==> config.mk <==
export PLATFORM = sky130hd
export DESIGN_NAME = key_conditioner
export DESIGN_NICKNAME = d
export VERILOG_FILES = /design/src/rtl/key_pkg.sv /design/src/rtl/key_channel.sv /design/src/rtl/key_conditioner.sv
export SDC_FILE = /design/constraint.sdc
export NUM_CORES = 1
export LEC_CHECK = 0
export BUFFER_PORTS_ARGS = -buffer_cell sky130_fd_sc_hd__buf_2
export CAP_MARGIN = 30
export CELL_PAD_IN_SITES_DETAIL_PLACEMENT = 1
export CELL_PAD_IN_SITES_GLOBAL_PLACEMENT = 1
export CORE_ASPECT_RATIO = 1.2
export CORE_MARGIN = 10
export CORE_UTILIZATION = 25
export DETAILED_ROUTE_END_ITERATION = 6
export PLACE_DENSITY = 0.48
export SYNTH_ARGS = -nofsm -noshare
export SYNTH_HDL_FRONTEND = slang
export SYNTH_SLANG_ARGS = --single-unit
==> constraint.sdc <==
create_clock -name clk -period 1.4 [get_ports clk]
set_clock_uncertainty 0.05 [all_clocks]
set_input_delay 0.21 -clock clk [delete_from_list [all_inputs] [get_ports clk]]
set_output_delay 0.21 -clock clk [all_outputs]
set_load 0.01 [all_outputs]
==> src/rtl/key_pkg.sv <==
//------------------------------------------------------------------------------
// key_pkg
// Shared constants, channel state type and counter-width helper.
// Revision: 1.0
//------------------------------------------------------------------------------
`default_nettype none

package key_pkg;

  localparam int NUM_KEYS = 4;

  typedef enum logic [1:0] {
    IDLE      = 2'd0,
    HELD_WAIT = 2'd1,
    REPEATING = 2'd2
  } key_state_t;

  // Width able to hold 0..n-1; never narrower than one bit.
  function automatic int cnt_w(input int n);
    return (n <= 1) ? 1 : $clog2(n);
  endfunction

endpackage

`default_nettype wire

==> src/rtl/key_channel.sv <==
//------------------------------------------------------------------------------
// key_channel
// One pushbutton: 2-flop synchronizer, debouncer, press/release/repeat pulses.
// Revision: 1.0
//------------------------------------------------------------------------------
`default_nettype none

module key_channel
  import key_pkg::*;
#(
  parameter int DEBOUNCE_CYCLES = 128,
  parameter int REPEAT_DELAY    = 12207,
  parameter int REPEAT_PERIOD   = 2441,
  parameter bit REPEAT_EN       = 1'b0
) (
  input  logic clk,
  input  logic reset,
  input  logic i_key_n,
  output logic o_held,
  output logic o_press,
  output logic o_release
);

  localparam int c_DB_W = cnt_w(DEBOUNCE_CYCLES);
  localparam int c_RP_W = (cnt_w(REPEAT_DELAY) > cnt_w(REPEAT_PERIOD)) ?
                          cnt_w(REPEAT_DELAY) : cnt_w(REPEAT_PERIOD);
  localparam logic [c_DB_W-1:0] c_DB_LAST    = c_DB_W'(DEBOUNCE_CYCLES - 1);
  localparam logic [c_RP_W-1:0] c_DELAY_LAST = c_RP_W'(REPEAT_DELAY - 1);
  localparam logic [c_RP_W-1:0] c_PER_LAST   = c_RP_W'(REPEAT_PERIOD - 1);

  logic              r_sync1, r_sync2;
  key_state_t        r_state, w_state_nxt;
  logic [c_DB_W-1:0] r_db_cnt, w_db_nxt;
  logic [c_RP_W-1:0] r_rep_cnt, w_rep_nxt;
  logic              r_press, w_press_nxt;
  logic              r_release, w_release_nxt;
  logic              w_stable;
  logic              w_flip;

  // The state encodes the debounced level: any non-IDLE state means pressed.
  assign w_stable = (r_state != IDLE);

  always_ff @(posedge clk) begin
    if (reset) begin
      r_sync1   <= 1'b0;
      r_sync2   <= 1'b0;
      r_state   <= IDLE;
      r_db_cnt  <= '0;
      r_rep_cnt <= '0;
      r_press   <= 1'b0;
      r_release <= 1'b0;
    end else begin
      r_sync1   <= ~i_key_n;
      r_sync2   <= r_sync1;
      r_state   <= w_state_nxt;
      r_db_cnt  <= w_db_nxt;
      r_rep_cnt <= w_rep_nxt;
      r_press   <= w_press_nxt;
      r_release <= w_release_nxt;
    end
  end

  always_comb begin
    w_state_nxt   = r_state;
    w_db_nxt      = r_db_cnt;
    w_rep_nxt     = r_rep_cnt;
    w_press_nxt   = 1'b0;
    w_release_nxt = 1'b0;
    w_flip        = 1'b0;

    if (r_sync2 == w_stable) begin
      w_db_nxt = '0;
    end else if (r_db_cnt == c_DB_LAST) begin
      w_db_nxt = '0;
      w_flip   = 1'b1;
    end else begin
      w_db_nxt = r_db_cnt + 1'b1;
    end

    case (r_state)
      IDLE: begin
        if (w_flip) begin
          w_state_nxt = HELD_WAIT;
          w_rep_nxt   = '0;
          w_press_nxt = 1'b1;
        end
      end
      HELD_WAIT, REPEATING: begin
        // A release wins over a coincident repeat terminal count.
        if (w_flip) begin
          w_state_nxt   = IDLE;
          w_rep_nxt     = '0;
          w_release_nxt = 1'b1;
        end else if (REPEAT_EN) begin
          if (r_rep_cnt == ((r_state == HELD_WAIT) ? c_DELAY_LAST : c_PER_LAST)) begin
            w_state_nxt = REPEATING;
            w_rep_nxt   = '0;
            w_press_nxt = 1'b1;
          end else begin
            w_rep_nxt = r_rep_cnt + 1'b1;
          end
        end
      end
      default: w_state_nxt = IDLE;
    endcase
  end

  assign o_held    = w_stable;
  assign o_press   = r_press;
  assign o_release = r_release;

endmodule

`default_nettype wire

==> src/rtl/key_conditioner.sv <==
//------------------------------------------------------------------------------
// key_conditioner
// Four independent pushbutton conditioning channels for the game controller.
// Revision: 1.0
//------------------------------------------------------------------------------
`default_nettype none

module key_conditioner
  import key_pkg::*;
#(
  parameter int                   DEBOUNCE_CYCLES = 128,
  parameter int                   REPEAT_DELAY    = 12207,
  parameter int                   REPEAT_PERIOD   = 2441,
  parameter logic [NUM_KEYS-1:0]  REPEAT_MASK     = 4'b0000
) (
  input  logic                clk,
  input  logic                reset,
  input  logic [NUM_KEYS-1:0] KEY,
  output logic [NUM_KEYS-1:0] held,
  output logic [NUM_KEYS-1:0] press,
  output logic [NUM_KEYS-1:0] release_pulse
);

  for (genvar i = 0; i < NUM_KEYS; i++) begin : g_chan
    key_channel #(
      .DEBOUNCE_CYCLES (DEBOUNCE_CYCLES),
      .REPEAT_DELAY    (REPEAT_DELAY),
      .REPEAT_PERIOD   (REPEAT_PERIOD),
      .REPEAT_EN       (REPEAT_MASK[i])
    ) u_chan (
      .clk       (clk),
      .reset     (reset),
      .i_key_n   (KEY[i]),
      .o_held    (held[i]),
      .o_press   (press[i]),
      .o_release (release_pulse[i])
    );
  end

endmodule

`default_nettype wire

# == After elaboration in Yosys (flattened, before gate mapping) ==
# Cells that the tools add are included.
# totals
ff_bits,52
latch_bits,0
ram_bits,0
mem_bits_ro,0
word_cells,116
memories,0
# classes
n_addsub,4
multipliers,0
div_mod_pow,0
n_lt_le_gt_ge,0
eq_ne,24
shifts,0
mux,24
bitwise_logic,12
n_reduce_logical,28
# op_table
cell,n
7-bit by 1-bit adder with 7-bit output (second input constant),4
7-bit equality test (second input constant),4
2-bit OR reduction,12
2-bit 2-to-1 mux,8
2-bit by 1-bit inequality test with 1-bit output (second input constant),8
2-bit one-hot mux with 2 select lines,4
1-bit 2-to-1 mux,12
1-bit NOT,12
3-bit OR reduction,4
2-bit by 1-bit equality test with 1-bit output (second input constant),4
2-bit equality test (second input constant),4
2-bit zero test,4
2-bit AND reduction,4
2-bit nonzero test,4
1-bit equality test,4

# == Depth between registers and ports, before layout ==
# Gate-level depths: netlist of run 1.
# logic_depth
word_depth,5
mapped_depth,4

# == By module ==
# A second synthesis of run 1 with hierarchy kept.
# unflattened
hier_cells,184
area_unflattened_um2,1761.7
# by_module_without_submodules
mod,instances,cells_each,area_per_inst_um2
key_channel,4,46,440.4

# == Worst setup path after synthesis of run 1 ==
# Ideal clock, no wire load.
# synth_timing
path_kind,reg-to-reg
startpoint,reg g_chan[0].u_chan.r_db_cnt[0]
endpoint,reg g_chan[0].u_chan.r_state[0]
t_arrival_ns,1.148
required_time_ns,1.234
path_slack_ns,0.086
stages_incl_launch_ff,5
synth_period_minus_slack_ns,1.314
path_cell_list,dfxtp_1 -> ha_1 -> nand4_1 -> or2_1 -> a31o_1
# synth_via
elab_chain_len,5
elab_cells_between_ends,6
classes_between,3 x eq/ne; 2 x mux; 1 x reduce/logical
# synth_rtl
element,line_no,source
start: declaration,key_channel.sv:33,"logic [c_DB_W-1:0] r_db_cnt, w_db_nxt;"
start signal: assignment,key_channel.sv:56,r_db_cnt <= w_db_nxt;
7-bit equality test (*),key_channel.sv:73,end else if (r_db_cnt == c_DB_LAST) begin
1-bit 2-to-1 mux (*),key_channel.sv:73,
1-bit 2-to-1 mux (*),key_channel.sv:71,if (r_sync2 == w_stable) begin
2-bit by 1-bit inequality test with 1-bit output (no source line),n/a,
2-bit AND reduction (no source line) (*),n/a,
end signal: assignment,key_channel.sv:55,r_state <= w_state_nxt;
end: declaration,key_channel.sv:32,"key_state_t r_state, w_state_nxt;"
# Every way passes the cells marked *; elsewhere a longest branch is shown, timed or not.
# A chain may end at the register's enable or synchronous reset.

# == Worst setup path after layout of run 1 ==
# layout_timing
startpoint,reg g_chan[3].u_chan.r_db_cnt[0]
endpoint,reg g_chan[3].u_chan.r_db_cnt[6]
# layout_via
elab_chain_len,2
elab_cells_between_ends,3
classes_between,1 x add/sub; 1 x eq/ne; 1 x reduce/logical
# layout_rtl
element,line_no
start: declaration,key_channel.sv:33
start signal: assignment,key_channel.sv:56
branches (longest 2 deep; another with 7-bit by 1-bit adder with 7-bit output),n/a
# Parallel ways; which one is timed is not known.

==> impl_metrics.toml, run 1 <==
[pwr]
worst_ir_drop_vdd_mv = 0.422
clockPowerShare_pct = 40.5
power_density_nw_per_um2 = 1080
power.switching_fraction_pct = 20.4
p_leak_nw = 0.837
pwr-share-comb_pct = 2.5
net-switching-power_mw = 0.495
intPower_mw = 1.94
seq_power_share_pct = 56.9

[worst_hold_path]
worstHoldStart = "KEY[3]"
min_to = "g_chan[3].u_chan.r_sync1"
holdPathStages = 2
min_path_type = "in -> reg"

[clock_tree]
cts-htree-levels = 2
cts_buffer_depth = 2
numCtsBuffers = 5
clock_tree.root_cell = "clkbuf_8"
insertion_delay_ns = 0.29
clock_sinks = 48
cts_tree = "yes"
clkSlewWorstSetupHoldPaths_ns = 0.09

[logic_synthesis]
synth-compound-area-share_pct = 7.86
synthArstFlopShare_pct = 0
yosysUniqueCellTypes = 31
synthFlopType = "dfxtp_1"
synth_top_family_by_area = "simple AND/OR/NAND/NOR gates"
synth_xor_area_share_pct = 7.59
synthAdderAreaFrac_pct = 2.71
synthesis.nets = 205
synth_area_um2 = 1850
synth_top_area_share_pct = 52.0
synth_edf_count = 0
seq_area_frac_synth_pct = 52.0
yosysWarnings = 0
synth.area.mux_share_pct = 0.542
synth_top_area_cell = "dfxtp_1"
synth_area_leaders = "dfxtp_1, xor2_1, buf_4, nor2_1, or3_1"
yosys_register_bits = 48
avgSynthCellArea_um2 = 9.47
syn_inst = 195
synthSimpleGateAreaFrac_pct = 21.7

[sta]
worst_slew_pin_slew_ns = 0.309
fin_crit_sh_pct = 95.1
fmax_mhz = 751
max_slew_margin_pct = 79.2
rsz0062_at_grt = "true"
hold_viol = 0
setup_slack_ns = 0.0688
setup_violations = 0
post-route-min-period_ns = 1.33
finalMaxSlewViolations = 0

[critical_path]
crit_buf_inv = 0
crit_path_end_kind = "register"
reg2reg_from = "g_chan[3].u_chan.r_db_cnt[0]"
reg2reg_setup_slack_ns = 0.07
cpPeakStageDelay_ns = 0.44
critPathMaxFanout = 4
r2r_cells = 4
critical_path_arrival_ns = 1.51
crit_chain = "ha_4 -> nand4_1 -> or3_4 -> a21oi_2"
worstPathRequired_ns = 1.58
setup.worst_path.class = "reg -> reg"
startpoint_type = "register"
cp_slowest_cell = "or3_4"
r2r_end = "g_chan[3].u_chan.r_db_cnt[6]"
cpLargestDelayFamily = "simple AND/OR/NAND/NOR gates"

[detailed_routing]
wire_per_inst_um = 11.3
drtPass1Iterations = 4
first_iter_violations = 37
num_vias = 1388
route.detailed.drc = 0
drt_wl_total_um = 3580
ant_nets = 0
vias_per_cell = 4.38

[global_route]
grt_max_degree = 15
grt.overflow.total = 0
grt_pass1_vias = 1438
antenna_found_initial = 0
grt.total_usage_pct = 6.81
grt_pass1_wl_um = 6430

[floorplanning]
start_util_pct = 25.5
pin_count = 18
die-width_um = 98.5
rows = 34
die_h_um = 114
fp.coreArea_um2 = 7230
dieArea_um2 = 11200

[finish]
area_growth_pct = 22.4
n_antenna_cell = 0
fillers = 845
final_area_um2 = 2260
final_core_util_pct = 31.3
fin_cells = 317
nNetsFinal = 236
drive_gt1_share_pct = 25.6

[placement]
place_ws_ns = 0.0230
gp_congestion = 0.673
io_buffers = 17
place_hpwl_um = 2720
dp_cells = 305
dpl_cell_area_um2 = 2070

[run]
cap_viol_max_count = 0

[run_status]
status = "finished clean"
[final cells by class]
cell class | instances | area [µm²] | area share, %
tap | 90 | 113 | 4.98
clock inverter | 2 | 35.0 | 1.55
timing repair buffer | 38 | 248 | 11.0
clock buffer | 6 | 72.6 | 3.21
inverter | 11 | 41.3 | 1.83
multi-input combinational | 122 | 782 | 34.6
sequential | 48 | 970 | 42.9
[placed cells by master (no fill, tap or decap), types with 5 or more instances in the layout]
cell      Yosys  layout
dfxtp_1      48      43
nor2_1       21      21
buf_4        12      19
buf_2         1      17
nand2_1      14      14
xor2_1       12      12
inv_1        11      11
nand3_1       9       9
o21ai_0       9       9
or3_1         9       8
a21oi_1       8       7
nor3_1        5       5
clkbuf_8      0       5
[synthesized netlist by cell type (all sizes together), types with 3 or more instances]
cell	number
nor2b	4
ha	4
nor3	5
xnor2	4
a21oi	8
dfxtp	48
nand3	10
inv	11
or3	9
nor4	3
o211ai	4
buf	13
o21ai	9
nand2	14
nand4	3
xor2	12
nor2	22
[what timing repair did]
action,4_1_cts,5_1_grt
hold endpoints to repair,2,0
hold buffers,2,0
resized for setup,0,13
endpoints found under the setup margin,0,13
buffers inserted,0,2
[sequential cells by signal (all words and copies together) (netlist names)]
name                     flops
g_chan.u_chan.r_db_cnt      28
g_chan.u_chan.o_press        4
g_chan.u_chan.o_release      4
g_chan.u_chan.r_state        4
g_chan.u_chan.r_sync1        4
g_chan.u_chan.r_sync2        4
[per-layer routing]
layer	track usage, %	part of all wire (%)	vias to the layer above
met2	10.3	43	22
met1	8.45	51	656
met4	3.16	2.0	0
met5	0	0	-
li1	-	-	706
met3	2.42	4.1	4
[power by group through the flow]
stage / sequential [mW] / combinational [mW] / clock, mW
after CTS: 1.39 / 0.0634 / 1.04
final: 1.38 / 0.0619 / 0.986
after global placement: 1.42 / 0.0589 / 0
after detailed placement: 1.42 / 0.0592 / 0
after floorplan: 1.42 / 0.0290 / 0
after global routing: 1.39 / 0.0723 / 1.11
[worst max path at each step]
| stage | from | endpoint | slack, ns | cells after the start |
|---|---|---|---|---|
| after floorplan | g_chan[0].u_chan.r_db_cnt[0] | g_chan[0].u_chan.r_state[0] | 0.09 | 4 |
| after global placement | g_chan[0].u_chan.r_db_cnt[0] | g_chan[0].u_chan.r_state[0] | 0.05 | 4 |
| after detailed placement | g_chan[0].u_chan.r_db_cnt[0] | g_chan[0].u_chan.r_state[0] | 0.02 | 4 |
| after CTS | g_chan[0].u_chan.r_db_cnt[0] | g_chan[0].u_chan.r_state[0] | 0.005 | 4 |
| after global routing | g_chan[3].u_chan.r_db_cnt[1] | g_chan[3].u_chan.r_db_cnt[6] | -0.02 | 4 |
| final | g_chan[3].u_chan.r_db_cnt[0] | g_chan[3].u_chan.r_db_cnt[6] | 0.07 | 4 |
[through the flow]
step	TNS, ns	power (mW)	hold slack (ns)
after floorplan	0	1.45	0.227
after global placement	0	1.48	0.313
after detailed placement	0	1.48	0.314
after CTS	0	2.49	0.0111
after global routing	-0.0240	2.57	0.0145
final	0	2.43	0.0246
[kinds of logic (layout without fill, tap and decap cells)]
logic type / Yosys count / count (layout)
compound gates: 24 / 24
mux: 1 / 1
xor+xnor: 16 / 16
simple gates: 77 / 77
buf+inv: 25 / 57
fa+ha+maj: 4 / 4
flops: 48 / 48
Power figures use the tool's default switching activity.
==> run 2, diff against run 1 <==
--- a/config.mk
+++ b/config.mk
@@ -5,7 +5,7 @@
 export SDC_FILE = /design/constraint.sdc
 export NUM_CORES = 1
 export LEC_CHECK = 0
-export BUFFER_PORTS_ARGS = -buffer_cell sky130_fd_sc_hd__buf_2
+export BUFFER_PORTS_ARGS = -buffer_cell sky130_fd_sc_hd__buf_4
 export CAP_MARGIN = 30
 export CELL_PAD_IN_SITES_DETAIL_PLACEMENT = 1
 export CELL_PAD_IN_SITES_GLOBAL_PLACEMENT = 1
==> impl_metrics.toml, run 2 (same netlist as run 1, synthesis figures left out) <==
[detailed_routing]
drtPass1Iterations = 3
first_iter_violations = 36
drt_wl_total_um = 3700
ant_nets = 0
num_vias = 1380
wire_per_inst_um = 11.6
vias_per_cell = 4.34
route.detailed.drc = 0

[pwr]
power_density_nw_per_um2 = 1070
p_leak_nw = 0.848
worst_ir_drop_vdd_mv = 0.337

[finish]
area_growth_pct = 23.3
largest_reg_flops = 28
nNetsFinal = 237
mostFrequentLayoutCell = "dfxtp_1"
fillers = 842
n_antenna_cell = 0
final_area_um2 = 2280
regMostFlops = "g_chan.u_chan.r_db_cnt"
drive_gt1_share_pct = 22.4
final_cell_mix = "dfxtp_1, buf_4, nor2_1, nand2_1, xor2_1"

[run_status]
status = "finished clean"

[sta]
fin_crit_sh_pct = 94.9
rsz0062_at_grt = "true"
fin_tns_setup_ns = 0
worst_slew_pin_slew_ns = 0.277
fmax_mhz = 753
post-route-min-period_ns = 1.33
max_slew_margin_pct = 81.3
hold_viol = 0
setup_slack_ns = 0.0716
setup_violations = 0
finalMaxSlewViolations = 0

[critical_path]
crit_buf_inv = 0
cpLargestDelayFamily = "simple AND/OR/NAND/NOR gates"
crit_chain = "ha_1 -> nand4_1 -> or2_1 -> a31o_1"
reg2reg_from = "g_chan[0].u_chan.r_db_cnt[0]"
crit_path_end_kind = "register"
critical_path_arrival_ns = 1.47
cpPeakStageDelay_ns = 0.35
crit_start = "g_chan[0].u_chan.r_db_cnt[0]"
startpoint_type = "register"
setup.worst_path.class = "reg -> reg"
cp_slowest_cell = "dfxtp_2"
worstPathRequired_ns = 1.55
critPathMaxFanout = 5

[clock_tree]
cts_buffer_depth = 2
cts-htree-levels = 2
insertion_delay_ns = 0.30
clock_tree.root_cell = "clkbuf_8"
numCtsBuffers = 5
clock_sinks = 48
cts_tree = "yes"
clkSlewWorstSetupHoldPaths_ns = 0.08

[worst_hold_path]
min_path_type = "in -> reg"
worstHoldStart = "reset"

[run]
cap_viol_max_count = 0

[placement]
dpl_cell_area_um2 = 2110
io_buffers = 17
place_hpwl_um = 2710
gp_congestion = 0.656
place_ws_ns = 0.0295

[floorplanning]
pin_count = 18
fp.coreArea_um2 = 7230
die_h_um = 114
start_util_pct = 25.5
dieArea_um2 = 11200
rows = 34
die-width_um = 98.5

[global_route]
grt_pass1_vias = 1419
grt_max_degree = 15
antenna_found_initial = 0
grt.total_usage_pct = 6.99
grt.overflow.total = 0
grt_pass1_wl_um = 6580
==> run 2: cell types whose count changed in the layout (fill, tap and decap cells not counted) <==
cell | previous run | this run
dfxtp_2 | 4 | 3
a21oi_2 | 1 | 0
dfxtp_1 | 43 | 45
or3_4 | 1 | 0
dlygate4sd3_1 | 2 | 4
buf_2 | 17 | 0
a21oi_1 | 7 | 8
or3_1 | 8 | 9
ha_1 | 1 | 3
dfxtp_4 | 1 | 0
ha_4 | 2 | 0
buf_4 | 19 | 35
==> run 2: final timing paths <==
path	to	slack (ns)	cells past startpoint
worst max-delay path	g_chan[0].u_chan.r_state[0]	0.07	4
worst min-delay path	g_chan[0].u_chan.r_state[0]	0.22	3
worst max register to register	g_chan[0].u_chan.r_state[0]	0.07	4
worst min register to register	g_chan[0].u_chan.r_db_cnt[0]	0.37	1
==> run 2: stage by stage <==
stage | util [%] | cells | hold slack [ns] | total power [mW]
finish | 31.5 | 318 | 0.225 | 2.44
global route | 31.5 | 318 | 0.223 | 2.56
CTS | 31.2 | 316 | 0.208 | 2.52
detailed placement | 29.2 | 304 | 0.314 | 1.48
global placement | 29.2 | 304 | 0.312 | 1.48
floorplan | - | 195 | 0.227 | 1.45
==> run 2: cell type report <==
| type | instances | area [µm²] | area share [%] |
|---|---|---|---|
| flip-flops and latches | 48 | 965 | 42.4 |
| inverters | 11 | 41.3 | 1.81 |
| clock buffers | 6 | 72.6 | 3.19 |
| repair buffers | 39 | 303 | 13.3 |
| well taps | 90 | 113 | 4.95 |
| multi-input cells | 122 | 748 | 32.9 |
| clock inverters | 2 | 35.0 | 1.54 |
==> run 2: routing by layer <==
| layer | GRT usage, % | wire length (µm) | vias to the layer above |
|---|---|---|---|
| met2 | 10.6 | 1670 | 22 |
| li1 | - | - | 710 |
| met1 | 8.40 | 1770 | 644 |
| met5 | 0 | 0 | - |
| met3 | 2.36 | 200 | 4 |
| met4 | 4.11 | 62 | 0 |
==> run 2: tightest hold or removal path, stage by stage <==
cell    delay [ns]
buf_4         0.10
nor4_1        0.05
a31o_1        0.17
==> run 2: report_power, final <==
group,switching (mW),internal [mW]
Sequential,0.00683,1.38
Clock,0.458,0.531
Combinational,0.0337,0.0348
==> run 2: timing repair <==
action / 4_1_cts / 5_1_grt
endpoints found under the setup margin: 0 / 14
buffers inserted: 0 / 2
gates resized for setup: 0 / 4
hold buffers: 4 / 0
hold endpoints to repair: 4 / 0
==> run 3, diff against run 2 <==
--- a/config.mk
+++ b/config.mk
@@ -12,6 +12,7 @@
 export CORE_ASPECT_RATIO = 1.2
 export CORE_MARGIN = 10
 export CORE_UTILIZATION = 25
+export CTS_BUF_LIST = sky130_fd_sc_hd__clkbuf_4 sky130_fd_sc_hd__clkbuf_8
 export DETAILED_ROUTE_END_ITERATION = 6
 export PLACE_DENSITY = 0.48
 export SYNTH_ARGS = -nofsm -noshare
==> impl_metrics.toml, run 3 (same netlist as run 1, synthesis figures left out) <==
[floorplanning]
fp.coreArea_um2 = 7230
pin_count = 18
die_h_um = 114
dieArea_um2 = 11200
rows = 34
start_util_pct = 25.5
die-width_um = 98.5

[finish]
fillers = 839
final_cell_mix = "dfxtp_1, buf_4, nor2_1, nand2_1, xor2_1"
drive_gt1_share_pct = 22.8
regMostFlops = "g_chan.u_chan.r_db_cnt"
mostFrequentLayoutCell = "dfxtp_1"
largest_reg_flops = 28
n_antenna_cell = 0
fin_cells = 318
area_growth_pct = 23.5
nNetsFinal = 237
final_area_um2 = 2280

[sta]
hold_viol = 0
worst_slew_pin_slew_ns = 0.277
post-route-min-period_ns = 1.33
fmax_mhz = 753
fin_crit_sh_pct = 94.9
max_slew_margin_pct = 81.3
rsz0062_at_grt = "true"
finalMaxSlewViolations = 0
setup_violations = 0

[clock_tree]
cts-htree-levels = 2
cts_tree = "yes"
clock_tree.root_cell = "clkbuf_8"
cts_buffer_depth = 2
insertion_delay_ns = 0.30
numCtsBuffers = 5
clkSlewWorstSetupHoldPaths_ns = 0.08
clock_sinks = 48

[critical_path]
crit_buf_inv = 0
setup.worst_path.class = "reg -> reg"
startpoint_type = "register"
critPathMaxFanout = 5
crit_path_end_kind = "register"
cpPeakStageDelay_ns = 0.35
critical_path_arrival_ns = 1.47
cp_slowest_cell = "dfxtp_2"
cpLargestDelayFamily = "simple AND/OR/NAND/NOR gates"
worstPathRequired_ns = 1.55
crit_chain = "ha_1 -> nand4_1 -> or2_1 -> a31o_1"

[detailed_routing]
ant_nets = 0
drtPass1Iterations = 3
first_iter_violations = 28
vias_per_cell = 4.34
drt_wl_total_um = 3700
num_vias = 1380
route.detailed.drc = 0
wire_per_inst_um = 11.6

[global_route]
grt_max_degree = 15
antenna_found_initial = 0
grt_pass1_wl_um = 6570
grt_pass1_vias = 1416
grt.total_usage_pct = 6.98
grt.overflow.total = 0

[run_status]
status = "finished clean"

[pwr]
p_leak_nw = 0.851
power_density_nw_per_um2 = 1080
worst_ir_drop_vdd_mv = 0.354

[worst_hold_path]
min_path_type = "in -> reg"

[placement]
gp_congestion = 0.656
place_hpwl_um = 2710
io_buffers = 17
dpl_cell_area_um2 = 2110
dp_cells = 304

[run]
cap_viol_max_count = 0
[run 3: cell counts in the layout (fill, tap and decap cells not counted)]
Identical to the previous run, type by type.
[run 3: area by class of cell]
| cell class | instances | area, µm² | area share [%] |
|---|---|---|---|
| Clock buffer | 6 | 76.3 | 3.35 |
| Clock inverter | 2 | 35.0 | 1.54 |
| Inverter | 11 | 41.3 | 1.81 |
| Multi-Input combinational cell | 122 | 748 | 32.8 |
| Sequential cell | 48 | 965 | 42.3 |
| Tap cell | 90 | 113 | 4.94 |
| Timing Repair Buffer | 39 | 303 | 13.3 |
[run 3: timing repair]
item                       CTS  global route
setup endpoints to repair    0            14
hold endpoints to repair     4             0
resized for setup            0             4
hold buffers                 4             0
buffers inserted             0             2
[run 3: where the power goes]
group	internal, mW	leakage (nW)	switching, mW
Clock	0.550	0.0586	0.458
Combinational	0.0348	0.402	0.0337
Sequential	1.38	0.390	0.00683
Total	1.96	0.851	0.498
[run 3: worst register-to-register path: stages, from the launching register on]
cell and delay [ns]:
dfxtp_2 0.35, ha_1 0.17, nand4_1 0.16, or2_1 0.29, a31o_1 0.22
[run 3: layer usage]
metal	wire (µm)	part of all wire, %	track usage [%]
met5	0	0	0
met4	62	1.7	4.11
met3	200	5.4	2.36
met2	1670	45	10.6
met1	1770	48	8.36
[run 3: metrics by stage]
step / total power, mW / worst slack, ns / util [%] / TNS (ns) / hold WS [ns]
floorplan: 1.45 / 0.0861 / - / 0 / 0.227
global placement: 1.48 / 0.0715 / 29.2 / 0 / 0.312
detailed placement: 1.48 / 0.0295 / 29.2 / 0 / 0.314
CTS: 2.54 / 0.0136 / 31.2 / 0 / 0.208
global route: 2.58 / -0.0102 / 31.5 / -0.0102 / 0.223
finish: 2.46 / 0.0716 / 31.5 / 0 / 0.225
[run 3: worst paths after layout]
check	start	end	slack [ns]	cells past startpoint
max	g_chan[0].u_chan.r_db_cnt[0]	g_chan[0].u_chan.r_state[0]	0.07	4
min	reset	g_chan[0].u_chan.r_state[0]	0.22	3
max reg2reg	g_chan[0].u_chan.r_db_cnt[0]	g_chan[0].u_chan.r_state[0]	0.07	4
min reg2reg	g_chan[0].u_chan.r_db_cnt[0]	g_chan[0].u_chan.r_db_cnt[0]	0.37	1
